==> src/rtl/seq_match_ctrl.sv <==
// Configurable serial pattern-match run controller: IDLE -> HUNT -> DONE with target/timeout/abort.
// Optional macro SEQ_NONOVERLAP_EN: a counted match restarts detection (non-overlapping matches).
module seq_match_ctrl #(
    parameter int MAX_LEN = 8,
    parameter int LEN_W   = 4,
    parameter int CNT_W   = 8,
    parameter int TO_W    = 16
) (
    input  logic               clk,
    input  logic               rst,
    input  logic [MAX_LEN-1:0] cfg_pattern,
    input  logic [LEN_W-1:0]   cfg_len,
    input  logic [CNT_W-1:0]   cfg_target,
    input  logic [TO_W-1:0]    cfg_timeout,
    input  logic               start,
    input  logic               abort,
    input  logic               bit_valid,
    input  logic               bit_in,
    output logic               match,
    output logic [CNT_W-1:0]   match_cnt,
    output logic               busy,
    output logic               done,
    output logic               timed_out
);

    typedef enum logic [1:0] {IDLE, HUNT, DONE} state_t;

    localparam logic [LEN_W-1:0] MAX_L = LEN_W'(MAX_LEN);

    state_t             state, state_nx;
    logic [MAX_LEN-1:0] pat_q, hist, mask, window;
    logic [LEN_W-1:0]   len_q, fill;
    logic [CNT_W-1:0]   tgt_q;
    logic [TO_W-1:0]    to_q, timer;
    logic               len_ok, cnt_inc, hit, tmo, fill_ok;

    assign len_ok = (cfg_len != '0) && (cfg_len <= MAX_L);
    assign window = {hist[MAX_LEN-2:0], bit_in};
    assign fill_ok = fill >= (len_q - LEN_W'(1));

    always_comb begin
        mask = '0;
        for (int i = 0; i < MAX_LEN; i++)
            mask[i] = LEN_W'(i) < len_q;
    end

    assign match   = (state == HUNT) && bit_valid && fill_ok && (((window ^ pat_q) & mask) == '0);
    assign cnt_inc = match && !abort;
    // Extended by one bit so a saturated counter never aliases onto the target.
    assign hit     = cnt_inc && (tgt_q != '0) &&
                     (({1'b0, match_cnt} + (CNT_W+1)'(1)) == {1'b0, tgt_q});
    assign tmo     = (to_q != '0) && (timer == to_q - TO_W'(1));

    assign busy = (state == HUNT);
    assign done = (state == DONE);

    always_comb begin
        state_nx = state;
        if (abort) begin
            state_nx = IDLE;
        end else begin
            case (state)
                IDLE, DONE: if (start && len_ok) state_nx = HUNT;
                HUNT:       if (hit || tmo) state_nx = DONE;
                default:    state_nx = IDLE;
            endcase
        end
    end

    always_ff @(posedge clk) begin
        if (rst) begin
            state     <= IDLE;
            pat_q     <= '0;
            len_q     <= '0;
            tgt_q     <= '0;
            to_q      <= '0;
            hist      <= '0;
            fill      <= '0;
            timer     <= '0;
            match_cnt <= '0;
            timed_out <= 1'b0;
        end else begin
            state <= state_nx;
            if (abort) begin
                timed_out <= 1'b0;
            end else if (state != HUNT && start && len_ok) begin
                pat_q     <= cfg_pattern;
                len_q     <= cfg_len;
                tgt_q     <= cfg_target;
                to_q      <= cfg_timeout;
                hist      <= '0;
                fill      <= '0;
                timer     <= '0;
                match_cnt <= '0;
                timed_out <= 1'b0;
            end else if (state == HUNT) begin
                timer <= timer + TO_W'(1);
                if (bit_valid) begin
                    hist <= window;
                    if (fill != MAX_L) fill <= fill + LEN_W'(1);
                end
                if (cnt_inc) begin
                    if (match_cnt != '1) match_cnt <= match_cnt + CNT_W'(1);
`ifdef SEQ_NONOVERLAP_EN
                    hist <= '0;
                    fill <= '0;
`else
`endif
                end
                // A completing match beats a timeout landing on the same cycle.
                if (hit)      timed_out <= 1'b0;
                else if (tmo) timed_out <= 1'b1;
            end
        end
    end

endmodule
==> config.mk <==
export PLATFORM = sky130hd
export DESIGN_NAME = seq_match_ctrl
export DESIGN_NICKNAME = d
export VERILOG_FILES = /design/src/rtl/seq_match_ctrl.sv
export SDC_FILE = /design/constraint.sdc
export NUM_CORES = 1
export LEC_CHECK = 0
export CORE_MARGIN = 5
export CORE_UTILIZATION = 45
export DETAILED_ROUTE_END_ITERATION = 16
export PLACE_DENSITY = 0.67
export SLEW_MARGIN = 20
export SYNTH_ARGS = -nofsm -noshare
export SYNTH_HDL_FRONTEND = slang
export SYNTH_SLANG_ARGS = --single-unit
export TNS_END_PERCENT = 50
==> constraint.sdc <==
create_clock -name clk -period 4.2 [get_ports clk]
set_input_delay 0.84 -clock clk [delete_from_list [all_inputs] [get_ports clk]]
set_output_delay 0.84 -clock clk [all_outputs]
set_load 0.01 [all_outputs]
==> results.tsv <==
stage	metric	value	unit
cts	tritoncts	yes	
worst_setup_path	worstSetupPathType	in -> out	
finish	fin_nets	626	
sta	tightest_slew	613	ps
synth	yosys_warnings	0	
synth	synth-main-ff-cell	dfxtp_1	
sta	slew_headroom	0.591	
sta	finalClockSkew	12.7	ps
route	via_per_inst	5.56	
synth	yosysMostFrequentCell	nand2_1	
power_and_ir_drop	p_leak	1.65	nW
cts	path_clk_slew	80	ps
synth	synth_cell_type_count	63	
route	dr.pass1.iters	4	
synth	synth_seq_cells	74	
worst_setup_path	crit_path_start_kind	input port	
power_and_ir_drop	p_per_area	301	nW/um2
synth	synth_area_leaders	dfxtp_1, nand2_1, xnor2_1	
finish	drive_above_1_share	0.0712	
die	die_h	107	um
worst_setup_path	crit_slowest_cell	clkdlybuf4s50_1	
global_routing	grt_start_max_net_pins	37	
sta	rsz0062_at_grt	no	
route	wl_met1	4590	um
die	core_region_area	9150	um2
place	place_hpwl	7360	um
synth	syn-num-nets	592	
sta	period_share	0.904	
worst_setup_path	arrival	2960	ps
worst_setup_path	crit_top_cell	clkdlybuf4s50_1	
cts	hold_buffers	0	
die	die_w	107	um
worst_setup_path	slowest_delay	560	ps
cts	clkLatencyLatePin	360	ps
die	dieArea	11400	um2
synth	syn_avg_cell_area	7.82	um2
route	drt_iter0_markers	232	
worst_setup_path	critPathTopFamily	buffers and inverters	
hold_path	worstHoldStart	pat_q[5]	
synth	synthDominantCellAreaShare	0.353	
worst_setup_path	crit_path_end_kind	output pin	
worst_setup_path	crit_path_start	bit_in	
route	dr_total_vias	3818	
sta	setup_viol	0	
cts	cts_root_buffer	clkbuf_8	
cts	cts_buffers	9	
route	wl_met2	4900	um
finish	area_growth	17.6	%
power_and_ir_drop	finalPower	1.49	mW
global_routing	grt_antenna_before_repair	0	
finish	diodes	0	
worst_setup_path	cp_num_buf_inv	3	
synth	synth_seq_area_share	0.353	
die	io_pins	54	
worst_setup_path	worstPathMaxFanout	2	
route	drt-total-wl	10100	um
synth	yosys.area.top_type	dfxtp_1	
cts	cts.htree.levels	3	
sta	finalHoldViolCount	0	
synth	ys_async_sr_fraction	0	
route	post-route-drc-count	0	
worst_setup_path	worstPathRequired	3360	ps
die	row_count	35	
die	initial_core_util	0.459	
synth	syn_inst	537	
finish	nFillCells	884	
sta	max_freq	263	MHz
worst_setup_path	path_cells	clkdlybuf4s50_1 > xnor2_1 > o21ai_0 > a2111oi_0 > buf_4 > and3b_1 > clkdlybuf4s50_1	
synth	synth_edf_count	0	
sta	drv_slew	0	
global_routing	grt_pass1_wl	16900	um
route	routed.top_layer	met4	
synth	synth_area	4200	um2
status	status	completed	
worst_setup_path	r2r-start	to_q[0]	
run	maxCapViolations	0	
synth	synth_common_cells	nand2_1, dfxtp_1, a21oi_1, xnor2_1, nor2_1	
cts	cts_resized	0	
place	globalplace.congestion	0.894	
cts	cts_buffer_depth	2	
route	final_antenna_net_count	0	
cts	cts_num_sinks	74	
route	route.met3.wl	470	um
global_routing	gr-total-overflow	0	
power_and_ir_drop	peakVddDrop	0.000147	V
global_routing	grt_usage	0.181	
hold_path	hold_path_class	reg -> reg	
cts	post-cts-setup-buffer-count	0	
place	port-buffer-count	53	
global_routing	grt_pass1_vias	3656	
route	wire_per_inst	14.7	um
sta	tns	0	ps
sta	timing.final.crit_period	3800	ps
==> per-stage QoR <==
step / cell area (um2) / std cells / hold WS, ps / setup WS, ps / util
3_5_place_dp: 4750 / 671 / 464 / 402 / 0.519
5_1_grt: 4940 / 687 / 494 / 213 / 0.540
4_1_cts: 4940 / 687 / 477 / 382 / 0.540
6_report: 4940 / 687 / 471 / 402 / 0.540
3_3_place_gp: 4750 / 671 / 461 / 348 / 0.519
2_1_floorplan: 4200 / 537 / 445 / 1260 / -
==> layout make-up <==
type | count | area [um2] | share of cell area
Clock buffer | 10 | 128 | 0.0258
Clock inverter | 6 | 66.3 | 0.0134
Inverter | 14 | 52.6 | 0.0106
Multi-Input combinational cell | 412 | 2500 | 0.505
Sequential cell | 74 | 1480 | 0.300
Tap cell | 111 | 139 | 0.0281
Timing Repair Buffer | 60 | 578 | 0.117
==> per-layer routing <==
| layer | vias up | global-route usage |
|---|---|---|
| met3 | 15 | 0.0427 |
| met2 | 72 | 0.313 |
| met1 | 1777 | 0.223 |
| li1 | 1954 | - |
| met5 | - | 0 |
| met4 | 0 | 0.0548 |
==> state kept, by name, indices dropped and copies added (netlist names) <==
signal / count
fill: 4
hist: 7
len_q: 4
match_cnt: 8
pat_q: 8
state: 2
tgt_q: 8
timed_out: 1
timer: 16
to_q: 16
==> worst reg2reg max path, cell delays in order (launching register included) <==
cell      delay [ps]
dfxtp_1          430
inv_1            130
ha_1             320
or4b_1           600
or4_1            510
a21oi_1          180
o221ai_1         140
or4_4            540
a31o_1           230
==> path summary, 6_finish.rpt <==
| kind | cells past startpoint | slack [ps] | to |
|---|---|---|---|
| hold / removal | 2 | 470 | pat_q[5] |
| setup / recovery | 7 | 400 | match |
| hold reg to reg | 2 | 470 | pat_q[5] |
| setup reg to reg | 8 | 1020 | state[0] |
==> placed cells by master, fill, tap and decap left out, drive strengths merged, types with 3 or more instances in the layout <==
master / instances
a21oi: 53
nor3: 8
ha: 13
or3: 9
xor2: 17
nand3: 26
xnor2: 31
nand2: 97
nand4: 6
a211o: 3
o211ai: 8
a31oi: 6
nand2b: 7
clkbuf: 10
inv: 15
o21bai: 3
or2: 8
o31ai: 7
nor2: 29
clkinvlp: 3
o21ai: 17
nor4: 8
nand4b: 3
dfxtp: 74
or4: 7
a2111oi: 3
clkdlybuf4s50: 52
or4b: 3
buf: 8
and4: 3
==> report_power, final <==
part / internal, mW / switching, mW / total (mW)
Sequential: 0.715 / 0.0194 / 0.735
Clock: 0.276 / 0.290 / 0.566
Combinational: 0.0915 / 0.0947 / 0.186
==> cell families after synthesis <==
| group | Yosys count | share of synthesized area |
|---|---|---|
| buf+inv | 51 | 0.0536 |
| xor+xnor | 48 | 0.100 |
| compound gates | 122 | 0.183 |
| flops | 74 | 0.353 |
| mux | 2 | 0.00477 |
| fa+ha+maj | 13 | 0.0387 |
| simple gates | 227 | 0.267 |
Power figures use the tool's default switching activity.
